## src/rtl/countdown_timer.sv

```systemverilog
// -----------------------------------------------------------------------------
// countdown_timer
//
// Keypad-loaded BCD countdown timer (microwave style). Digits are shifted in
// from the right while idle, start/resume and pause/clear requests drive a
// four-state controller (IDLE, RUN, PAUSE, DONE), and each enabled tick in
// RUN removes one second. Reaching 0:00 produces a one-cycle done pulse.
//
// Optional feature macro: TIMER_ADD30_EN
//   defined   : add30 adds 0:30 in any state (saturating at 9..9:59), suppresses
//               that cycle's decrement and enters RUN.
//   undefined : add30 is present on the port list but has no effect.
//
// Parameters
//   MIN_DIGITS : number of BCD minute digits (1..3)
//
// Ports
//   clock   in   single clock, rising edge
//   clrn    in   asynchronous active-low reset
//   data    in   [3:0] keypad digit
//   loadn   in   active-low digit strobe (one digit per low cycle)
//   start   in   start / resume request
//   stop    in   pause / clear request (wins over everything)
//   en      in   one-second tick enable
//   add30   in   add 0:30 request
//   count   out  [4*(MIN_DIGITS+2)-1:0] {minutes MS..LS, sec_tens, sec_ones}
//   zero    out  all count digits are 0 (combinational)
//   running out  registered, high while in RUN
//   done    out  registered one-cycle pulse on reaching 0:00
// -----------------------------------------------------------------------------
module countdown_timer #(
  parameter int MIN_DIGITS = 1
) (
  input  logic                          clock,
  input  logic                          clrn,
  input  logic [3:0]                    data,
  input  logic                          loadn,
  input  logic                          start,
  input  logic                          stop,
  input  logic                          en,
  input  logic                          add30,
  output logic [4*(MIN_DIGITS+2)-1:0]   count,
  output logic                          zero,
  output logic                          running,
  output logic                          done
);

  localparam int W  = 4 * (MIN_DIGITS + 2);
  localparam int ND = MIN_DIGITS + 2;

  localparam logic [1:0] ST_IDLE  = 2'd0;
  localparam logic [1:0] ST_RUN   = 2'd1;
  localparam logic [1:0] ST_PAUSE = 2'd2;
  localparam logic [1:0] ST_DONE  = 2'd3;

  logic [1:0]   state;
  logic [1:0]   state_nxt;
  logic [W-1:0] cnt;
  logic [W-1:0] cnt_nxt;
  logic [W-1:0] cnt_dec;
  logic         done_nxt;

  // One-second BCD decrement. Digit 1 (sec_tens) wraps 0->5, every other
  // digit wraps 0->9. Entered sec_tens values 6..9 simply count down.
  function automatic logic [W-1:0] bcd_dec(input logic [W-1:0] c);
    logic [W-1:0] r;
    logic         borrow;
    logic [3:0]   d;
    r      = c;
    borrow = 1'b1;
    for (int i = 0; i < ND; i++) begin
      d = c[4*i +: 4];
      if (borrow) begin
        if (d == 4'd0) begin
          d      = (i == 1) ? 4'd5 : 4'd9;
          borrow = 1'b1;
        end else begin
          d      = d - 4'd1;
          borrow = 1'b0;
        end
      end
      r[4*i +: 4] = d;
    end
    return r;
  endfunction

`ifdef TIMER_ADD30_EN
  // Add 0:30 with saturation. sec_tens may already hold 6..9, so the sum can
  // reach 12 and carry two minutes at once. A carry out of the top minute
  // digit pins the count at 9..9:59.
  function automatic logic [W-1:0] bcd_add30_sat(input logic [W-1:0] c);
    logic [W-1:0] r;
    logic [3:0]   t;
    logic [3:0]   d;
    logic [1:0]   carry;
    r = c;
    t = c[7:4] + 4'd3;
    if (t >= 4'd12) begin
      t     = t - 4'd12;
      carry = 2'd2;
    end else if (t >= 4'd6) begin
      t     = t - 4'd6;
      carry = 2'd1;
    end else begin
      carry = 2'd0;
    end
    r[7:4] = t;
    for (int i = 2; i < ND; i++) begin
      d = c[4*i +: 4] + {2'b00, carry};
      if (d >= 4'd10) begin
        d     = d - 4'd10;
        carry = 2'd1;
      end else begin
        carry = 2'd0;
      end
      r[4*i +: 4] = d;
    end
    if (carry != 2'd0) begin
      r = {{MIN_DIGITS{4'd9}}, 4'd5, 4'd9};
    end
    return r;
  endfunction
`else
  logic unused_add30;
  assign unused_add30 = add30;
`endif

  assign cnt_dec = bcd_dec(cnt);
  assign zero    = (cnt == '0);
  assign count   = cnt;

  // Next-state decode: stop, then add30, then start/loadn, then en.
  always_comb begin
    state_nxt = state;
    cnt_nxt   = cnt;
    done_nxt  = 1'b0;
    if (stop) begin
      if (state == ST_RUN) begin
        state_nxt = ST_PAUSE;
      end else begin
        state_nxt = ST_IDLE;
        cnt_nxt   = '0;
      end
    end
`ifdef TIMER_ADD30_EN
    else if (add30) begin
      cnt_nxt   = bcd_add30_sat(cnt);
      state_nxt = ST_RUN;
    end
`endif
    else begin
      case (state)
        ST_IDLE: begin
          // start takes precedence over a simultaneous digit strobe
          if (start) begin
            if (!zero) state_nxt = ST_RUN;
          end else if (!loadn && (data <= 4'd9)) begin
            cnt_nxt = {cnt[W-5:0], data};
          end
        end
        ST_RUN: begin
          if (en && !zero) begin
            cnt_nxt = cnt_dec;
            if (cnt_dec == '0) begin
              state_nxt = ST_DONE;
              done_nxt  = 1'b1;
            end
          end
        end
        ST_PAUSE: begin
          if (start && !zero) state_nxt = ST_RUN;
        end
        default: begin
          // DONE: leave on start or any digit strobe without inserting it
          cnt_nxt = '0;
          if (start || !loadn) state_nxt = ST_IDLE;
        end
      endcase
    end
  end

  // Register stage: state, count and registered outputs
  always_ff @(posedge clock or negedge clrn) begin
    if (!clrn) begin
      state   <= ST_IDLE;
      cnt     <= '0;
      running <= 1'b0;
      done    <= 1'b0;
    end else begin
      state   <= state_nxt;
      cnt     <= cnt_nxt;
      running <= (state_nxt == ST_RUN);
      done    <= done_nxt;
    end
  end

endmodule

```

## config.mk

```make
export PLATFORM = sky130hd
export DESIGN_NAME = countdown_timer
export DESIGN_NICKNAME = d
export VERILOG_FILES = /design/src/rtl/countdown_timer.sv
export SDC_FILE = /design/constraint.sdc
export NUM_CORES = 1
export LEC_CHECK = 0
export BUFFER_PORTS_ARGS = -buffer_cell sky130_fd_sc_hd__buf_4
export CORE_MARGIN = 8
export CORE_UTILIZATION = 56
export CTS_BUF_LIST = sky130_fd_sc_hd__clkbuf_16
export CTS_CLUSTER_DIAMETER = 120
export CTS_CLUSTER_SIZE = 28
export DETAILED_ROUTE_END_ITERATION = 8
export MAX_ROUTING_LAYER = met4
export PLACE_DENSITY_LB_ADDON = 0.12
export SLEW_MARGIN = 20
export SYNTH_ARGS = -nofsm -noshare
export SYNTH_HDL_FRONTEND = slang
export SYNTH_SLANG_ARGS = --single-unit
```

## constraint.sdc

```tcl
create_clock -name clock -period 4.2 [get_ports clock]
set_input_delay 0 -clock clock [delete_from_list [all_inputs] [get_ports clock]]
set_output_delay 0 -clock clock [all_outputs]
set_load 0.02 [all_outputs]
```

==> results of run 1 <==
## cells in the mapped netlist (all sizes together) (2+ instances only)
cell,number
a31oi,2
clkbuf,3
a211oi,2
nor2,10
dfrtp,16
o21a,3
buf,4
a22o,3
nand2,16
nor3,9
a21oi,5
nor3b,3
nand2b,3
inv,3
or4,3
nor4,3
o211ai,2
nand3,2
o31ai,2
o21ai,12
## metrics by stage
stage | std cells | area, um^2
after global placement | 168 | 1240
after global routing | 173 | 1340
after detailed placement | 168 | 1240
final | 173 | 1340
after floorplan | 126 | 1070
after CTS | 173 | 1340
## layer usage
layer	routed length [um]	vias up	global-route usage
li1	-	526	-
met1	1190	519	0.225
met2	1400	53	0.282
met3	235	8	0.0390
met4	46	0	0.0748
met5	0	-	-
## cell families after synthesis
family,synth area share
compound gates,0.263
mux,0.00939
buf+inv,0.0458
simple gates,0.298
xor+xnor,0.00822
flops,0.376
## how the worst max path moves through the flow
stage	cells past startpoint	slack (ps)	start	end
final	4	1900	count[0]$_DFFE_PN0P_	count[6]$_DFFE_PN0P_
after global routing	5	1770	count[0]$_DFFE_PN0P_	count[1]$_DFFE_PN0P_
after CTS	4	1900	count[0]$_DFFE_PN0P_	count[6]$_DFFE_PN0P_
after detailed placement	4	1910	count[0]$_DFFE_PN0P_	count[6]$_DFFE_PN0P_
after global placement	4	1920	count[0]$_DFFE_PN0P_	count[2]$_DFFE_PN0P_
after floorplan	6	1850	count[0]$_DFFE_PN0P_	count[2]$_DFFE_PN0P_
## final cells by class
cell class | count | area (um^2)
Clock buffer | 3 | 75.1
Fill cell | 140 | 429
Inverter | 3 | 11.3
Multi-Input combinational cell | 100 | 617
Sequential cell | 16 | 400
Tap cell | 25 | 31.3
Timing Repair Buffer | 26 | 200
## cell usage in the layout, fill, tap and decap left out, types with 2 or more instances in the layout
cell type / n
dlygate4sd3_1: 2
o31ai_1: 2
nor2_1: 10
dfrtp_1: 16
nor4_1: 2
a21oi_1: 5
a22o_1: 3
nand2b_1: 3
o21ai_0: 7
inv_1: 2
nor3_1: 8
o211ai_1: 2
o21ai_1: 5
clkbuf_16: 3
a31oi_1: 2
or4_1: 3
nor3b_1: 3
nand2_1: 16
nand3_1: 2
o21a_1: 3
buf_4: 24
## registers in the layout, indices dropped and copies added, names as in the netlist
| signal | flops |
|---|---|
| count | 12 |
| done | 1 |
| running | 1 |
| state | 2 |
## power groups by stage
stage | Clock, mW | Sequential (mW) | Combinational [mW]
global route | 0.189 | 0.272 | 0.518
CTS | 0.184 | 0.261 | 0.471
detailed placement | 0 | 0.263 | 0.465
floorplan | 0 | 0.238 | 0.366
finish | 0.181 | 0.263 | 0.476
global placement | 0 | 0.261 | 0.460
## worst max-delay path, stage by stage (launching register included)
cell and delay, ps:
dfrtp_1 480, or4_1 720, nor4_4 510, a211oi_2 220
a22o_1 260
==> run summary, run 1 <==
slew of the pin with the lowest slew margin: 664 ps
sw frac: 0.463
maximum root-to-sink buffer count: 2
worst-case reg-to-reg path depth: 4
1st-iter DRT viols: 56
CTS resizes: 0
Synth Net Count: 137
Detail Placement HPWL: 2060 um
GPL Wtd Cong: 0.884
pin count of the biggest net entering global routing: 23
max-cap violations: 0
die area: 3560 um^2
# setup viols final: 0
syn avg cell area: 8.46 um^2
Synth top area share: 0.376
Sequential Power Share: 0.286
fin crit period: 2300 ps
CTS tree: yes
Final Hold Vio Count: 0
Hold WS: 9.24 ps
Post-synth EDFFs: 0
Slew Limit Fails: 0
Seq cells post-synth: 16
post-layout util: 0.757
P_int: 0.494 mW
number of global-route vias before repair: 1031
vias: 1106
Max Clock Skew: 3.12 ps
hold bufs inserted after CTS: 2
Die Height: 59.6 um
initial antenna violation count: 0
core box area: 1760 um^2
Async SR Flop Fraction: 1.00
CTS buffer count: 3
critical path required time: 4330 ps
final net count: 161
part of the power in the clock network: 0.196
Crit path arrival time: 2430 ps
clk sinks: 16
Fmax achieved: 434 MHz
first-pass GRT wire length: 4800 um
NetSw: 0.425 mW
Avg WL per Cell: 16.6 um
effective utilization at floorplan: 0.604
R2R setup slack: 1900 ps
Max VDD drop: 459 uV
pwr dens: 689 nW/um^2
buffers added on ports: 24
part of the cycle the worst path needs: 0.548
fraction of layout cells with a size suffix above 1: 0.223
ANT cells: 0
Setup TNS Final: 0 ps
total congestion overflow: 0
Setup WS post-layout: 1900 ps
main area contributors after synthesis: dfrtp_1 (38%), nand2_1 (5.6%), nor3_1 (3.8%)
antenna-violating nets left: 0
Root Buffer: clkbuf_16
Routed WL: 2870 um
detailed-route DRC error count: 0
Layout area overhead: 25.2%
unrepaired setup endpoints after global routing: false
ys flop type: dfrtp_1
hold path depth: 3
cells after synthesis: 126
DR pass1 iterations: 4
Die Wd: 59.6 um
Power Total: 0.920 mW
Lkg Pwr: 0.615 nW
status: completed
crit path launch type: register
min-delay worst type: input pin to register
Avg Vias per Cell: 6.39
Post-CTS Setup Repair Bufs: 0
max_slew headroom: 0.557
Post-Syn Area: 1070 um^2
hold worst-path end: count[1]$_DFFE_PN0P_
Worst Hold Launch: data[1]
H-tree depth: 1
I/O pin count: 26
logic gate share of total power: 0.518
kind of critical path: register to register
pre-CTS WS: 1910 ps
overall routing resource usage: 0.183
synthesis warning total: 0
Yosys cell types: 46
Crit Path Max Fanout: 10
clock latency on the worst-skew pair: 240 ps
post-synthesis sequential area ratio: 0.376
reg2reg start: count[0]$_DFFE_PN0P_
row count: 15
area leader, netlist: dfrtp_1
clk slew on worst S/H paths: 50 ps
r2r endpoint: count[6]$_DFFE_PN0P_
Worst Setup End Kind: register
(Power assumes the default switching activity.)
==> run 2, diff against run 1 <==
--- a/config.mk
+++ b/config.mk
@@ -5,9 +5,10 @@
 export SDC_FILE = /design/constraint.sdc
 export NUM_CORES = 1
 export LEC_CHECK = 0
+export ABC_AREA = 1
 export BUFFER_PORTS_ARGS = -buffer_cell sky130_fd_sc_hd__buf_4
 export CORE_MARGIN = 8
-export CORE_UTILIZATION = 56
+export CORE_UTILIZATION = 53
 export CTS_BUF_LIST = sky130_fd_sc_hd__clkbuf_16
 export CTS_CLUSTER_DIAMETER = 120
 export CTS_CLUSTER_SIZE = 28
==> constraint.sdc (replaced) <==
create_clock -name clock -period 2.3 [get_ports clock]
set_input_delay 0 -clock clock [delete_from_list [all_inputs] [get_ports clock]]
set_output_delay 0 -clock clock [all_outputs]
set_load 0.02 [all_outputs]
==> run 2 against run 1 <==
Compared with the run above:
- non-clock buffer count shrank 1
- routed wire length increased by 0.56%
- combinational power grew to 3.1 times the previous value
- cell area grew 9.1%
- sequential cell count is the same
- clock power increased by 82%
- synthesized cell count increased by 29%
- synthesized area rose by 10%
- sequential power increased by 93%
- power grew to 2.5 times the previous value
- core utilization down 7.9 points
- highest routed layer unchanged
==> run summary, run 2 <==
status: completed (unchanged)
Worst Setup End Kind: register (unchanged)
H-tree depth: 1 (unchanged)
pwr dens: 1580 nW/um^2 (was 689 nW/um^2)
slowest stage cell on the critical path: dfrtp_1 (was or4_1)
Die Wd: 63.1 um (was 59.6 um)
max_slew headroom: 0.750 (was 0.557)
main area contributors after synthesis: dfrtp_1 (34%), nand2_1 (12%), inv_1 (8.3%) (was dfrtp_1 (38%), nand2_1 (5.6%), nor3_1 (3.8%))
maximum root-to-sink buffer count: 2 (unchanged)
Crit path largest cell delay: 420 ps (was 720 ps)
final net count: 203 (was 161)
Async SR Flop Fraction: 1.00 (unchanged)
# setup viols final: 0 (unchanged)
post-synthesis sequential area ratio: 0.340 (was 0.376)
buffers added on ports: 24 (unchanged)
clk sinks: 16 (unchanged)
Root Buffer: clkbuf_16 (unchanged)
CP cell instances: nor2_1, nand2_2, nor2_4, nand2_4, nand2_4, nand2_4, nand2_4, nor2_4, o21ai_0, o21ai_0 (was or4_1, nor4_4, a211oi_2, a22o_1)
DR pass1 iterations: 4 (unchanged)
part of the cycle the worst path needs: 0.743 (was 0.548)
clock latency on the worst-skew pair: 240 ps (about the same)
Fmax achieved: 585 MHz (was 434 MHz)
1st-iter DRT viols: 66 (was 56)
max-cap violations: 0 (unchanged)
kind of critical path: register to register (unchanged)
Max Clock Skew: 4.35 ps (was 3.12 ps)
fraction of layout cells with a size suffix above 1: 0.289 (was 0.223)
initial antenna violation count: 0 (unchanged)
synthesis warning total: 0 (unchanged)
Synth Area in Simple Gates: 0.376 (was 0.298)
Post-CTS Setup Repair Bufs: 0 (unchanged)
antenna-violating nets left: 0 (unchanged)
number of global-route vias before repair: 1071 (was 1031)
Final Hold Vio Count: 0 (unchanged)
core box area: 2150 um^2 (was 1760 um^2)
multi-input logic area: 654 um^2 (was 617 um^2)
Crit Path Max Fanout: 12 (was 10)
syn avg cell area: 7.22 um^2 (was 8.46 um^2)
min-delay worst type: input pin to register (unchanged)
first-pass GRT wire length: 4770 um (was 4800 um)
Slew Limit Fails: 0 (unchanged)
Routed WL: 2880 um (was 2870 um)
Synth top area share: 0.340 (was 0.376)
pin count of the biggest net entering global routing: 17 (was 23)
I/O pin count: 26 (unchanged)
unrepaired setup endpoints after global routing: false (unchanged)
Yosys cell types: 20 (was 46)
clk slew on worst S/H paths: 50 ps (about the same)
CTS tree: yes (unchanged)
Synth Net Count: 174 (was 137)
overall routing resource usage: 0.147 (was 0.183)
ys flop type: dfrtp_1 (unchanged)
total congestion overflow: 0 (unchanged)
Lkg Pwr: 0.759 nW (was 0.615 nW)
XOR/XNOR share of the synthesized area: 0.00745 (was 0.00822)
Post-Syn Area: 1180 um^2 (was 1070 um^2)
die area: 3980 um^2 (was 3560 um^2)
Hold WS: 84.1 ps (was 9.24 ps)
Layout area overhead: 23.8% (was 25.2%)
Seq cells post-synth: 16 (unchanged)
Synth Area in Compound Gates: 0.173 (was 0.263)
row count: 17 (was 15)
Max VDD drop: 914 uV (was 459 uV)
slew of the pin with the lowest slew margin: 374 ps (was 664 ps)
most frequent cells in the layout: nand2_1 (38), inv_1 (26), buf_4 (24) (was buf_4 (24), nand2_1 (16), dfrtp_1 (16))
main combinational cell family by area after synthesis: simple AND/OR/NAND/NOR gates (unchanged)
fin crit period: 1710 ps (was 2300 ps)
cells after synthesis: 163 (was 126)
vias: 1143 (was 1106)
Synth top cells by count: nand2_1 (38), inv_1 (26), nor2_1 (18) (was dfrtp_1 (16), nand2_1 (16), nor2_1 (10))
CTS buffer count: 3 (unchanged)
Critical Path Most Common Cell: nand2_4
Post-synth EDFFs: 0 (unchanged)
area leader, netlist: dfrtp_1 (unchanged)
Crit path arrival time: 1820 ps (was 2430 ps)
Adder-Cell Fraction of Synth Area: 0 (unchanged)
critical path required time: 2410 ps (was 4330 ps)
Setup TNS Final: 0 ps (unchanged)
Detail Placement HPWL: 2200 um (was 2060 um)
Sequential cell area: 400 um^2 (unchanged)
max reg flops: 12 (unchanged)
crit path launch type: register (unchanged)
Fillers: 189 (was 140)
most frequent cell after synthesis: nand2_1
GPL Wtd Cong: 0.913 (was 0.884)
Avg WL per Cell: 13.2 um (was 16.6 um)
detailed-route DRC error count: 0 (unchanged)
effective utilization at floorplan: 0.547 (was 0.604)
multiplexer area fraction after synthesis: 0 (was 0.00939)
ANT cells: 0 (unchanged)
Avg Vias per Cell: 5.24 (was 6.39)
Die Height: 63.1 um (was 59.6 um)
commonest non-fill, non-tap cell in the layout: nand2_1 (was buf_4)
==> run 2: changes by cell type in the layout (fill, tap and decap cells not counted), moves of 6 or more <==
| cell | previous run | this run |
|---|---|---|
| nand2_2 | 0 | 8 |
| inv_1 | 2 | 26 |
| o21ai_0 | 7 | 14 |
| nor2_1 | 10 | 18 |
| nand2_1 | 16 | 38 |
| o21ai_2 | 0 | 8 |
| nor2_4 | 0 | 6 |
==> run 2: repair_timing <==
action,CTS,global route
hold buffers,1,0
hold endpoints to repair,16,0
gates resized for setup,0,0
==> run 2: layer usage <==
metal / wire, um / global-route usage
met1: 1310 / 0.181
met2: 1380 / 0.230
met3: 168 / 0.0336
met4: 31 / 0.0513
met5: 0 / -
==> run 2: where the power goes <==
group	switching (mW)	internal, mW	leakage, nW
Combinational	0.965	0.500	0.507
Clock	0.101	0.228	0.0370
Sequential	0.127	0.381	0.215
==> run 2: cells by family (layout without fill, tap and decap cells) <==
logic type	Yosys count	after routing
buffers and inverters	28	55
and+or+nand+nor	86	86
AOI/OAI and AO/OA	32	32
DFF	16	16
xor gates and xnor gates	1	1
==> run 2: path summary, 6_finish.rpt <==
path	startpoint	to	slack, ps	cells after the start
max	count[4]$_DFFE_PN0P_	count[8]$_DFFE_PN0P_	590	10
min	data[0]	count[0]$_DFFE_PN0P_	80	5
max reg2reg	count[4]$_DFFE_PN0P_	count[8]$_DFFE_PN0P_	590	10
min reg2reg	count[10]$_DFFE_PN0P_	count[10]$_DFFE_PN0P_	540	2
max in group asynchronous	clrn	count[10]$_DFFE_PN0P_	1960	2
min in group asynchronous	clrn	count[0]$_DFFE_PN0P_	150	2
==> run 2: worst max-delay path, delay by kind of cell (launching register included) <==
kind	cells	cell delay [ps]
AO/OA/AOI/OAI	2	180
flip-flops	1	420
AND/OR/NAND/NOR	8	970
==> run 2: layout make-up <==
cell class              instances  share of cell area
clock buffers                   3              0.0515
inverters                      27              0.0696
multi-input cells             119               0.449
flip-flops and latches         16               0.275
well taps                      28              0.0241
repair buffers                 25               0.131
==> run 2: through the flow <==
| step | cells | cell area, um^2 | total power [mW] | util | worst slack [ps] |
|---|---|---|---|---|---|
| 2_1_floorplan | 163 | 1180 | 1.58 | - | 693 |
| 6_report | 218 | 1460 | 2.30 | 0.678 | 590 |
| 3_5_place_dp | 214 | 1370 | 1.96 | 0.638 | 621 |
| 4_1_cts | 218 | 1460 | 2.31 | 0.678 | 602 |
| 5_1_grt | 218 | 1460 | 2.47 | 0.678 | 483 |
| 3_3_place_gp | 214 | 1370 | 1.94 | 0.638 | 670 |
